===== src/rtl/jtag_dtm.sv =====
// jtag_dtm: oversampled JTAG TAP plus RISC-V debug v1.0 DTM issuing DMI requests.
// Define JTAG_DTM_IDCODE_EN to include the IDCODE register (otherwise IR 5'h01 is BYPASS).
module jtag_dtm #(
  parameter logic [31:0] IDCODE    = 32'h1000_0CA1,
  parameter int          ABITS     = 7,
  parameter logic [2:0]  IDLE_HINT = 3'd1
) (
  input  logic             iClk,
  input  logic             iRst_n,
  input  logic             iTck,
  input  logic             iTms,
  input  logic             iTdi,
  output logic             oTdo,
  output logic             oTdoEn,
  output logic             oDmiValid,
  output logic             oDmiWrite,
  output logic [ABITS-1:0] oDmiAddr,
  output logic [31:0]      oDmiWdata,
  input  logic             iDmiReady,
  input  logic [31:0]      iDmiRdata
);
  localparam int DW = ABITS + 34;

  typedef enum logic [3:0] {
    TLR, RTI,
    SEL_DR, CAP_DR, SH_DR, EX1_DR,
    PAU_DR, EX2_DR, UPD_DR,
    SEL_IR, CAP_IR, SH_IR, EX1_IR,
    PAU_IR, EX2_IR, UPD_IR
  } tap_e;

  logic [2:0] tck_q;
  logic [1:0] tms_q;
  logic [1:0] tdi_q;
  logic       tck_rise;
  logic       tck_fall;
  logic       tms;
  logic       tdi;

  always_ff @(posedge iClk or negedge iRst_n) begin
    if (!iRst_n) begin
      tck_q <= '0;
      tms_q <= '0;
      tdi_q <= '0;
    end else begin
      tck_q <= {tck_q[1:0], iTck};
      tms_q <= {tms_q[0], iTms};
      tdi_q <= {tdi_q[0], iTdi};
    end
  end

  assign tck_rise = tck_q[1] & ~tck_q[2];
  assign tck_fall = ~tck_q[1] & tck_q[2];
  assign tms      = tms_q[1];
  assign tdi      = tdi_q[1];

  tap_e state;
  tap_e state_nx;

  always_ff @(posedge iClk or negedge iRst_n) begin
    if (!iRst_n)
      state <= TLR;
    else if (tck_rise)
      state <= state_nx;
  end

  always_comb begin
    state_nx = state;
    unique case (state)
      TLR:    state_nx = tms ? TLR    : RTI;
      RTI:    state_nx = tms ? SEL_DR : RTI;
      SEL_DR: state_nx = tms ? SEL_IR : CAP_DR;
      CAP_DR: state_nx = tms ? EX1_DR : SH_DR;
      SH_DR:  state_nx = tms ? EX1_DR : SH_DR;
      EX1_DR: state_nx = tms ? UPD_DR : PAU_DR;
      PAU_DR: state_nx = tms ? EX2_DR : PAU_DR;
      EX2_DR: state_nx = tms ? UPD_DR : SH_DR;
      UPD_DR: state_nx = tms ? SEL_DR : RTI;
      SEL_IR: state_nx = tms ? TLR    : CAP_IR;
      CAP_IR: state_nx = tms ? EX1_IR : SH_IR;
      SH_IR:  state_nx = tms ? EX1_IR : SH_IR;
      EX1_IR: state_nx = tms ? UPD_IR : PAU_IR;
      PAU_IR: state_nx = tms ? EX2_IR : PAU_IR;
      EX2_IR: state_nx = tms ? UPD_IR : SH_IR;
      UPD_IR: state_nx = tms ? SEL_DR : RTI;
      default: state_nx = TLR;
    endcase
  end

  // per-state action strobes, each valid only on a detected TCK rise
  logic do_tlr;
  logic do_cap_dr;
  logic do_sh_dr;
  logic do_upd_dr;
  logic do_cap_ir;
  logic do_sh_ir;
  logic do_upd_ir;
  logic in_sh_dr;
  logic in_sh_ir;

  always_comb begin
    do_tlr    = 1'b0;
    do_cap_dr = 1'b0;
    do_sh_dr  = 1'b0;
    do_upd_dr = 1'b0;
    do_cap_ir = 1'b0;
    do_sh_ir  = 1'b0;
    do_upd_ir = 1'b0;
    in_sh_dr  = (state == SH_DR);
    in_sh_ir  = (state == SH_IR);
    unique case (state)
      TLR:    do_tlr    = tck_rise;
      CAP_DR: do_cap_dr = tck_rise;
      SH_DR:  do_sh_dr  = tck_rise;
      UPD_DR: do_upd_dr = tck_rise;
      CAP_IR: do_cap_ir = tck_rise;
      SH_IR:  do_sh_ir  = tck_rise;
      UPD_IR: do_upd_ir = tck_rise;
      default: ;
    endcase
  end

  logic [4:0] ir;
  logic [4:0] ir_sh;

  always_ff @(posedge iClk or negedge iRst_n) begin
    if (!iRst_n) begin
      ir    <= 5'h01;
      ir_sh <= '0;
    end else begin
      if (do_tlr)
        ir <= 5'h01;
      else if (do_upd_ir)
        ir <= ir_sh;
      if (do_cap_ir)
        ir_sh <= 5'b00001;
      else if (do_sh_ir)
        ir_sh <= {tdi, ir_sh[4:1]};
    end
  end

  logic sel_idcode;
  logic sel_dtmcs;
  logic sel_dmi;

  always_comb begin
    sel_idcode = 1'b0;
    sel_dtmcs  = (ir == 5'h10);
    sel_dmi    = (ir == 5'h11);
`ifdef JTAG_DTM_IDCODE_EN
    sel_idcode = (ir == 5'h01);
`endif
  end

  logic [1:0]    dmistat;
  logic [31:0]   resp_data;
  logic [31:0]   dtmcs_cap;
  logic [1:0]    cap_op;
  logic [DW-1:0] dr_sh;
  logic [DW-1:0] dr_cap;
  logic [DW-1:0] dr_sh_nx;

  assign dtmcs_cap = {14'b0, 3'b0, IDLE_HINT,
                      dmistat, 6'(ABITS), 4'd1};

  assign cap_op = (dmistat != 2'd0) ? dmistat :
                  oDmiValid         ? 2'd3    : 2'd0;

  always_comb begin
    dr_cap = '0;
    unique case (1'b1)
      sel_idcode: dr_cap[31:0] = IDCODE;
      sel_dtmcs:  dr_cap[31:0] = dtmcs_cap;
      sel_dmi:    dr_cap = {oDmiAddr, resp_data, cap_op};
      default: ;
    endcase
  end

  // TDI enters the MSB of whichever register is selected
  always_comb begin
    dr_sh_nx = dr_sh;
    if (sel_dmi) begin
      dr_sh_nx = {tdi, dr_sh[DW-1:1]};
    end else if (sel_idcode || sel_dtmcs) begin
      dr_sh_nx[30:0] = dr_sh[31:1];
      dr_sh_nx[31]   = tdi;
    end else begin
      dr_sh_nx[0] = tdi;
    end
  end

  always_ff @(posedge iClk or negedge iRst_n) begin
    if (!iRst_n)
      dr_sh <= '0;
    else if (do_cap_dr)
      dr_sh <= dr_cap;
    else if (do_sh_dr)
      dr_sh <= dr_sh_nx;
  end

  always_ff @(posedge iClk or negedge iRst_n) begin
    if (!iRst_n) begin
      oTdo   <= 1'b0;
      oTdoEn <= 1'b0;
    end else if (tck_fall) begin
      oTdoEn <= in_sh_dr | in_sh_ir;
      if (in_sh_dr)
        oTdo <= dr_sh[0];
      else if (in_sh_ir)
        oTdo <= ir_sh[0];
    end
  end

  logic [1:0] upd_op;
  logic       dmi_done;
  logic       busy;
  logic       dmi_upd;
  logic       dtmcs_upd;
  logic       launch_req;
  logic       cap_busy;

  assign upd_op     = dr_sh[1:0];
  assign dmi_done   = oDmiValid & iDmiReady;
  assign busy       = oDmiValid & ~iDmiReady;
  assign dmi_upd    = do_upd_dr & sel_dmi;
  assign dtmcs_upd  = do_upd_dr & sel_dtmcs;
  assign cap_busy   = do_cap_dr & sel_dmi &
                      (dmistat == 2'd0) & oDmiValid;
  assign launch_req = dmi_upd & (dmistat == 2'd0) &
                      (upd_op == 2'd1 || upd_op == 2'd2);

  // completion is applied before a same-cycle launch
  always_ff @(posedge iClk or negedge iRst_n) begin
    if (!iRst_n) begin
      oDmiValid <= 1'b0;
      oDmiWrite <= 1'b0;
      oDmiAddr  <= '0;
      oDmiWdata <= '0;
      dmistat   <= '0;
      resp_data <= '0;
    end else begin
      if (dmi_done) begin
        oDmiValid <= 1'b0;
        resp_data <= oDmiWrite ? 32'd0 : iDmiRdata;
      end
      if (cap_busy)
        dmistat <= 2'd3;
      if (launch_req) begin
        if (busy) begin
          dmistat <= 2'd3;
        end else begin
          oDmiValid <= 1'b1;
          oDmiWrite <= upd_op[1];
          oDmiAddr  <= dr_sh[DW-1:34];
          oDmiWdata <= dr_sh[33:2];
        end
      end
      if (dtmcs_upd && (dr_sh[16] || dr_sh[17]))
        dmistat <= 2'd0;
      if (dtmcs_upd && dr_sh[17])
        oDmiValid <= 1'b0;
    end
  end

endmodule


===== config.mk =====
export PLATFORM = sky130hd
export DESIGN_NAME = jtag_dtm
export DESIGN_NICKNAME = d
export VERILOG_FILES = /design/src/rtl/jtag_dtm.sv
export SDC_FILE = /design/constraint.sdc
export NUM_CORES = 1
export LEC_CHECK = 0
export ABC_AREA = 1
export CORE_MARGIN = 2
export CORE_UTILIZATION = 55
export CTS_CLUSTER_SIZE = 30
export DETAILED_ROUTE_END_ITERATION = 8
export PLACE_DENSITY = 0.83
export SLEW_MARGIN = 40
export SYNTH_ARGS = -nofsm -noshare
export SYNTH_HDL_FRONTEND = slang
export SYNTH_SLANG_ARGS = --single-unit

===== constraint.sdc =====
create_clock -name iClk -period 1.7 [get_ports iClk]
set_input_delay 0.17 -clock iClk [delete_from_list [all_inputs] [get_ports iClk]]
set_output_delay 0.17 -clock iClk [all_outputs]
set_load 0.05 [all_outputs]

Yosys cells after proc, flatten, opt, wreduce, memory -nomap -nowiden

Index checks and enable logic that the tools add are counted.

Bits of input ports: 38
Word-level logic and storage cells: 117
Output and inout bits: 43
Register bits: 139

Bitwise operators: 16
Reduce and logical (&&, ||, !) cells: 20
Muxes and demuxes: 45
Equality and inequality tests: 19

Operator list:

| kind                                          | count |
|---|---|
| two-way mux 41 bit                            | 2 |
| two-way mux 32 bit                            | 2 |
| one-hot mux 32 bit (2 select lines)           | 1 |
| one-hot mux 4 bit (12 select lines)           | 1 |
| == test 4 bit, second input constant          | 8 |
| two-way mux 31 bit                            | 1 |
| two-way mux 5 bit                             | 4 |
| two-way mux 2 bit                             | 9 |
| two-way mux 9 bit                             | 2 |
| two-way mux 1 bit                             | 17 |
| == test 4 x 3 -> 1 bit, second input constant | 4 |
| two-way mux 4 bit                             | 4 |
| nonzero test 2 bit                            | 6 |
| bitwise AND 1 bit                             | 11 |
| == test 5 bit, second input constant          | 2 |
| == test 4 x 2 -> 1 bit, second input constant | 2 |
| AND reduction 2 bit                           | 4 |
| two-way mux 3 bit                             | 2 |
| == test 4 x 1 -> 1 bit, second input constant | 1 |
| logical NOT 4 bit                             | 1 |
| inverter 1 bit                                | 4 |
| OR reduction 2 bit                            | 2 |
| nonzero test 3 bit                            | 1 |
| OR reduction 3 bit                            | 1 |
| 6 further kinds                               | 8 |

Logic depth before layout (Yosys ltp)

Gate-level depths: netlist of run 1.

Depth in word-level cells: 10
Gate-level depth with buffers: 10

Worst setup path before layout of run 1

Ideal clock, no wire load.

Kind: flip-flop to flip-flop
Start: reg tck_q[2]
End: reg dr_sh[17]
Slack: 171 ps
Path buffers: 1
Library setup time: 121 ps
Period minus slack after synthesis: 1,529 ps
Arrival time: 1,408 ps
Stages on the path, launching flop included: 8
Path through: dfrtp_1 > nor2_4 > inv_1 > o21ai_4 > nand2_2 > buf_2 > nand2_1 > o21ai_1

Longest elaborated chain between the ends: 5

Ends and longest elaborated chain:

| item                                                                      | line | text |
|---|---|---|
| start: declaration                                                        | 32   | `logic [2:0] tck_q;` |
| start signal: assignment                                                  | 46   | `tck_q <= {tck_q[1:0], iTck};` |
| inverter 1 bit (*)                                                        | 52   | `assign tck_rise = tck_q[1] & ~tck_q[2];` |
| bitwise AND 1 bit (*)                                                     | 52   |  |
| two-way mux 1 bit                                                         | 111  | `unique case (state)` |
| nonzero test 3 bit (no source line) or nonzero test 2 bit (tied branches) | -    |  |
| AND reduction 2 bit (no source line)                                      | -    |  |
| end signal: assignment                                                    | 196  | `dr_sh <= dr_cap;` |
| end signal: assignment                                                    | 198  | `dr_sh <= dr_sh_nx;` |
| end: declaration                                                          | 159  | `logic [DW-1:0] dr_sh;` |

Mark *: on every way between the ends. The rest lies on a longest branch, timed or not.
A chain may end at the register's enable or synchronous reset.

Worst setup path in the final report of run 1

Start: reg state[3]
End: reg dr_sh[6]

Longest elaborated chain between the ends: 4

Ends and longest elaborated chain:

| item                                                                      | line | text |
|---|---|---|
| start: declaration                                                        | 57   | `tap_e state;` |
| start signal: assignment                                                  | 64   | `state <= state_nx;` |
| == test 4 x 2 -> 1 bit or == test 4 x 3 -> 1 bit (tied branches)          | 111  |  |
| two-way mux 1 bit                                                         | 111  |  |
| nonzero test 3 bit (no source line) or nonzero test 2 bit (tied branches) | -    |  |
| AND reduction 2 bit (no source line)                                      | -    |  |

Several ways; a longest one is shown, not always the timed one.

==> metrics.md, run 1 <==
| Metric | Value |
|---|---|
| I/O pin count | `81` |
| Slew HR | `0.6612` |
| GP Congestion | `about 0.91` |
| Slew Limit Fails | `0` |
| Post-route clock period utilization | `0.9604` |
| Post-Syn Nets | `about 760` |
| Outcome | `completed` |
| Fill cells | `784` |
| Most common cell after layout, fill and taps aside | `nand2_1` |
| Commonest cells after routing, fill and taps aside | `nand2_1 (234), dfrtp_1 (136), o21ai_1 (71)` |
| Worst-Margin Slew | `between 0.5 and 0.6 ns` |
| Root buf cell | `clkbuf_8` |
| Yosys warns | `0` |
| Switching power total | `0.002228 W` |
| Primary FF master, synth | `dfrtp_1` |
| Skew final | `a little under 0.007 ns` |
| Area occupied by multi-input gates | `about 2300 um2` |
| DR DRC count | `0` |
| Drt wl/cell | `between 15 and 20 um` |
| Pwr dens | `1082 nW/um2` |
| CP Capture Type | `flop` |
| Net Sw Frac | `0.2613` |
| Post-synthesis sequential element count | `between 100 and 150` |
| DP HPWL | `about 10000 um` |
| CTS Buf Count | `17` |
| Initial Util | `0.5685` |
| Detailed-route via count | `5343` |
| Vias/cell | `about 5.5` |
| Min cycle time layout | `between 1.5 and 2 ns` |
| Total routed wirelength | `~15000 um` |
| Largest family of logic cells by synthesized area | `simple AND/OR/NAND/NOR gates` |
| Die ar. | `12120 um2` |
| Area grow syn2layout | `27.33%` |
| Library cells used by synthesis | `29` |
| Max Cap Violations | `0` |
| Sequential area share after synthesis | `0.5622` |
| IO buf count | `80` |
| Peak VDD IR | `814.3 uV` |
| Syn_area_per_cell | `about 8.5 um2` |
| Final antenna-violating net count | `0` |
| Final setup TNS | `0 ns` |
| Min-Delay Path Class | `primary input to flop` |
| Int Pwr | `0.006297 W` |
| Post-DP Area | `between 7000 and 8000 um2` |
| Syn Inst Count | `slightly above 700` |
| Clock power share | `0.429` |
| Largest net degree at the start of global routing | `54` |
| CTS tree | `done` |
| Fmax | `approximately 610 MHz` |
| Vias in the first global route | `around 5100` |
| Placeable Area | `approximately 11000 um2` |
| Total GRT Usage | `0.2666` |
| Final setup fails | `0` |
| Worst setup SP type | `flop` |
| Synth Area in Adders | `0` |
| Iteration-0 DRC Markers | `slightly below 400` |
| Clk sinks | `139` |
| DRT Pass-1 Iters | `5` |
| Ys async rst share | `1.000` |
| GR Overflow Total | `0` |
| Antenna violations before repair | `0` |
| Worst-Skew Late Latency | `0.54 ns` |
| Share of power burned in registers | `0.432` |
| H-Tree Depth | `4` |
| Die Height | `110.1 um` |
| Post-synthesis simple-gate area fraction | `0.2030` |
| Maximum buffer depth of the clock tree | `2` |
| Design area | `roughly 8000 um2` |
| Share of cells above drive strength 1 | `0.1430` |
| Critical path data arrival time | `just over 2 ns` |
| Layout Nets | `865` |
| Leak | `3.728 nW` |
| Register area | `about 3500 um2` |
| Post-synth EDFFs | `0` |
| Util after Layout | `0.7239` |
| Setup CP Type | `flop to flop` |
| Clk slew on worst S/H paths | `roughly 0.060 ns` |
| Cell row count | `38` |
| Worst EP required | `about 2.1 ns` |
| CP Max Fanout | `13` |
| Width of the die | `between 100 and 150 um` |
| XOR/XNOR Fraction of Synth Area | `0` |
| Mux cell area share after synthesis | `0` |
| Final hold viol count | `0` |
| Combinational Power Share | `0.138` |
| N_diodes | `0` |
| Area of the mapped netlist | `slightly above 6000 um2` |
| First-pass GRT wire length | `roughly 24000 um` |
| Synthesized-area fraction occupied by ao, oa, aoi and oai cells | `0.1629` |
==> through the flow <==
stage	power [W]	hold slack [ns]	setup WS (ns)	std cells
2_1_floorplan	0.004339	-0.1256	0.1715	724
3_3_place_gp	0.004751	0.1081	0.07635	938
3_5_place_dp	0.004772	0.1080	0.03164	938
4_1_cts	0.008435	0.05667	0.006316	970
5_1_grt	0.008846	0.06495	-0.02079	979
6_report	0.008525	0.07231	0.06736	979
==> sequential cells by signal, indices dropped and copies added, names as in the netlist <==
name       count
dr_sh         41
oDmiAddr       7
dmistat        2
state          4
ir             5
resp_data     32
oTdoEn         1
tdi_q          2
tms_q          2
oDmiValid      1
oDmiWdata     32
tck_q          3
ir_sh          5
oDmiWrite      1
oTdo           1
==> power by group through the flow <==
stage | clock, W | combinational, W | sequential, W
3_5_place_dp | 0 | 0.00105 | 0.00372
2_1_floorplan | 0 | 0.000602 | 0.00374
6_report | 0.00366 | 0.00118 | 0.00369
5_1_grt | 0.00383 | 0.00131 | 0.00371
4_1_cts | 0.00369 | 0.00107 | 0.00367
3_3_place_gp | 0 | 0.00104 | 0.00372
==> final timing paths <==
path                            startpoint  endpoint  slack, ns  cells past startpoint
min in group asynchronous           iRst_n  tms_q[0]       0.10                      2
max in group asynchronous           iRst_n     ir[0]       0.98                      3
worst max-delay path              state[3]  dr_sh[6]       0.07                      8
worst max register to register    state[3]  dr_sh[6]       0.07                      8
worst min register to register    tck_q[0]  tck_q[1]       0.35                      0
worst min-delay path                  iTck  tck_q[0]       0.07                      1
==> cell type report <==
cell class / count / area share
clock buffers: 25 / 0.05890
clock inverters: 6 / 0.01429
inverters: 70 / 0.03366
multi-input cells: 484 / 0.2947
flip-flops and latches: 139 / 0.4418
well taps: 140 / 0.02223
repair buffers: 115 / 0.1345
==> worst max-delay path, stage by stage, from the launching register on <==
cell	delay (ns)
dfrtp_2	0.46
nor2_4	0.20
buf_4	0.14
nand2_1	0.06
nand2_1	0.18
nand2_4	0.12
buf_4	0.20
nand2_1	0.09
nand2_1	0.06
==> metal layers <==
metal | share of wire | GRT usage
met1 | 0.42 | 0.3522
met2 | 0.51 | 0.4325
met3 | 0.056 | 0.06114
met4 | 0.016 | 0.09765
met5 | 0 | 0
==> what timing repair did <==
| item | CTS | global route |
|---|---|---|
| hold buffers | 1 | 0 |
| endpoints found under the hold margin | 138 | 0 |
| resized for setup | 18 | 17 |
| gates cloned | 0 | 1 |
| pin swaps | 1 | 6 |
| endpoints found under the setup margin | 17 | 60 |
| setup buffers | 0 | 8 |
==> cell usage after synthesis (4+ instances only) <==
| library cell | instances | area share |
|---|---|---|
| nand3_1 | 32 | 0.026 |
| a21boi_0 | 31 | 0.038 |
| clkbuf_1 | 12 | 0.0073 |
| inv_2 | 6 | 0.0036 |
| inv_1 | 64 | 0.039 |
| nor2_1 | 19 | 0.012 |
| o21ai_0 | 66 | 0.053 |
| nand2_1 | 235 | 0.14 |
| nor2_2 | 7 | 0.0071 |
| buf_2 | 11 | 0.0089 |
| buf_4 | 5 | 0.0061 |
| o21ai_1 | 71 | 0.057 |
| dfrtp_1 | 138 | 0.56 |
| buf_6 | 4 | 0.0073 |
==> cells by family (layout without fill, tap and decap cells) <==
family,count (synthesis),count (layout)
and+or+nand+nor,303,304
AOI/OAI and AO/OA,180,180
DFF,139,139
buffers and inverters,102,216
(Power assumes the default switching activity.)
==> run 2: changes to the inputs <==
--- a/config.mk
+++ b/config.mk
@@ -8,7 +8,7 @@
 export ABC_AREA = 1
 export CORE_MARGIN = 2
 export CORE_UTILIZATION = 55
-export CTS_CLUSTER_SIZE = 30
+export CTS_CLUSTER_SIZE = 28
 export DETAILED_ROUTE_END_ITERATION = 8
 export PLACE_DENSITY = 0.83
 export SLEW_MARGIN = 40
==> results of run 2 <==
No change in the layout: final DEF, timing and power equal those of run 1.
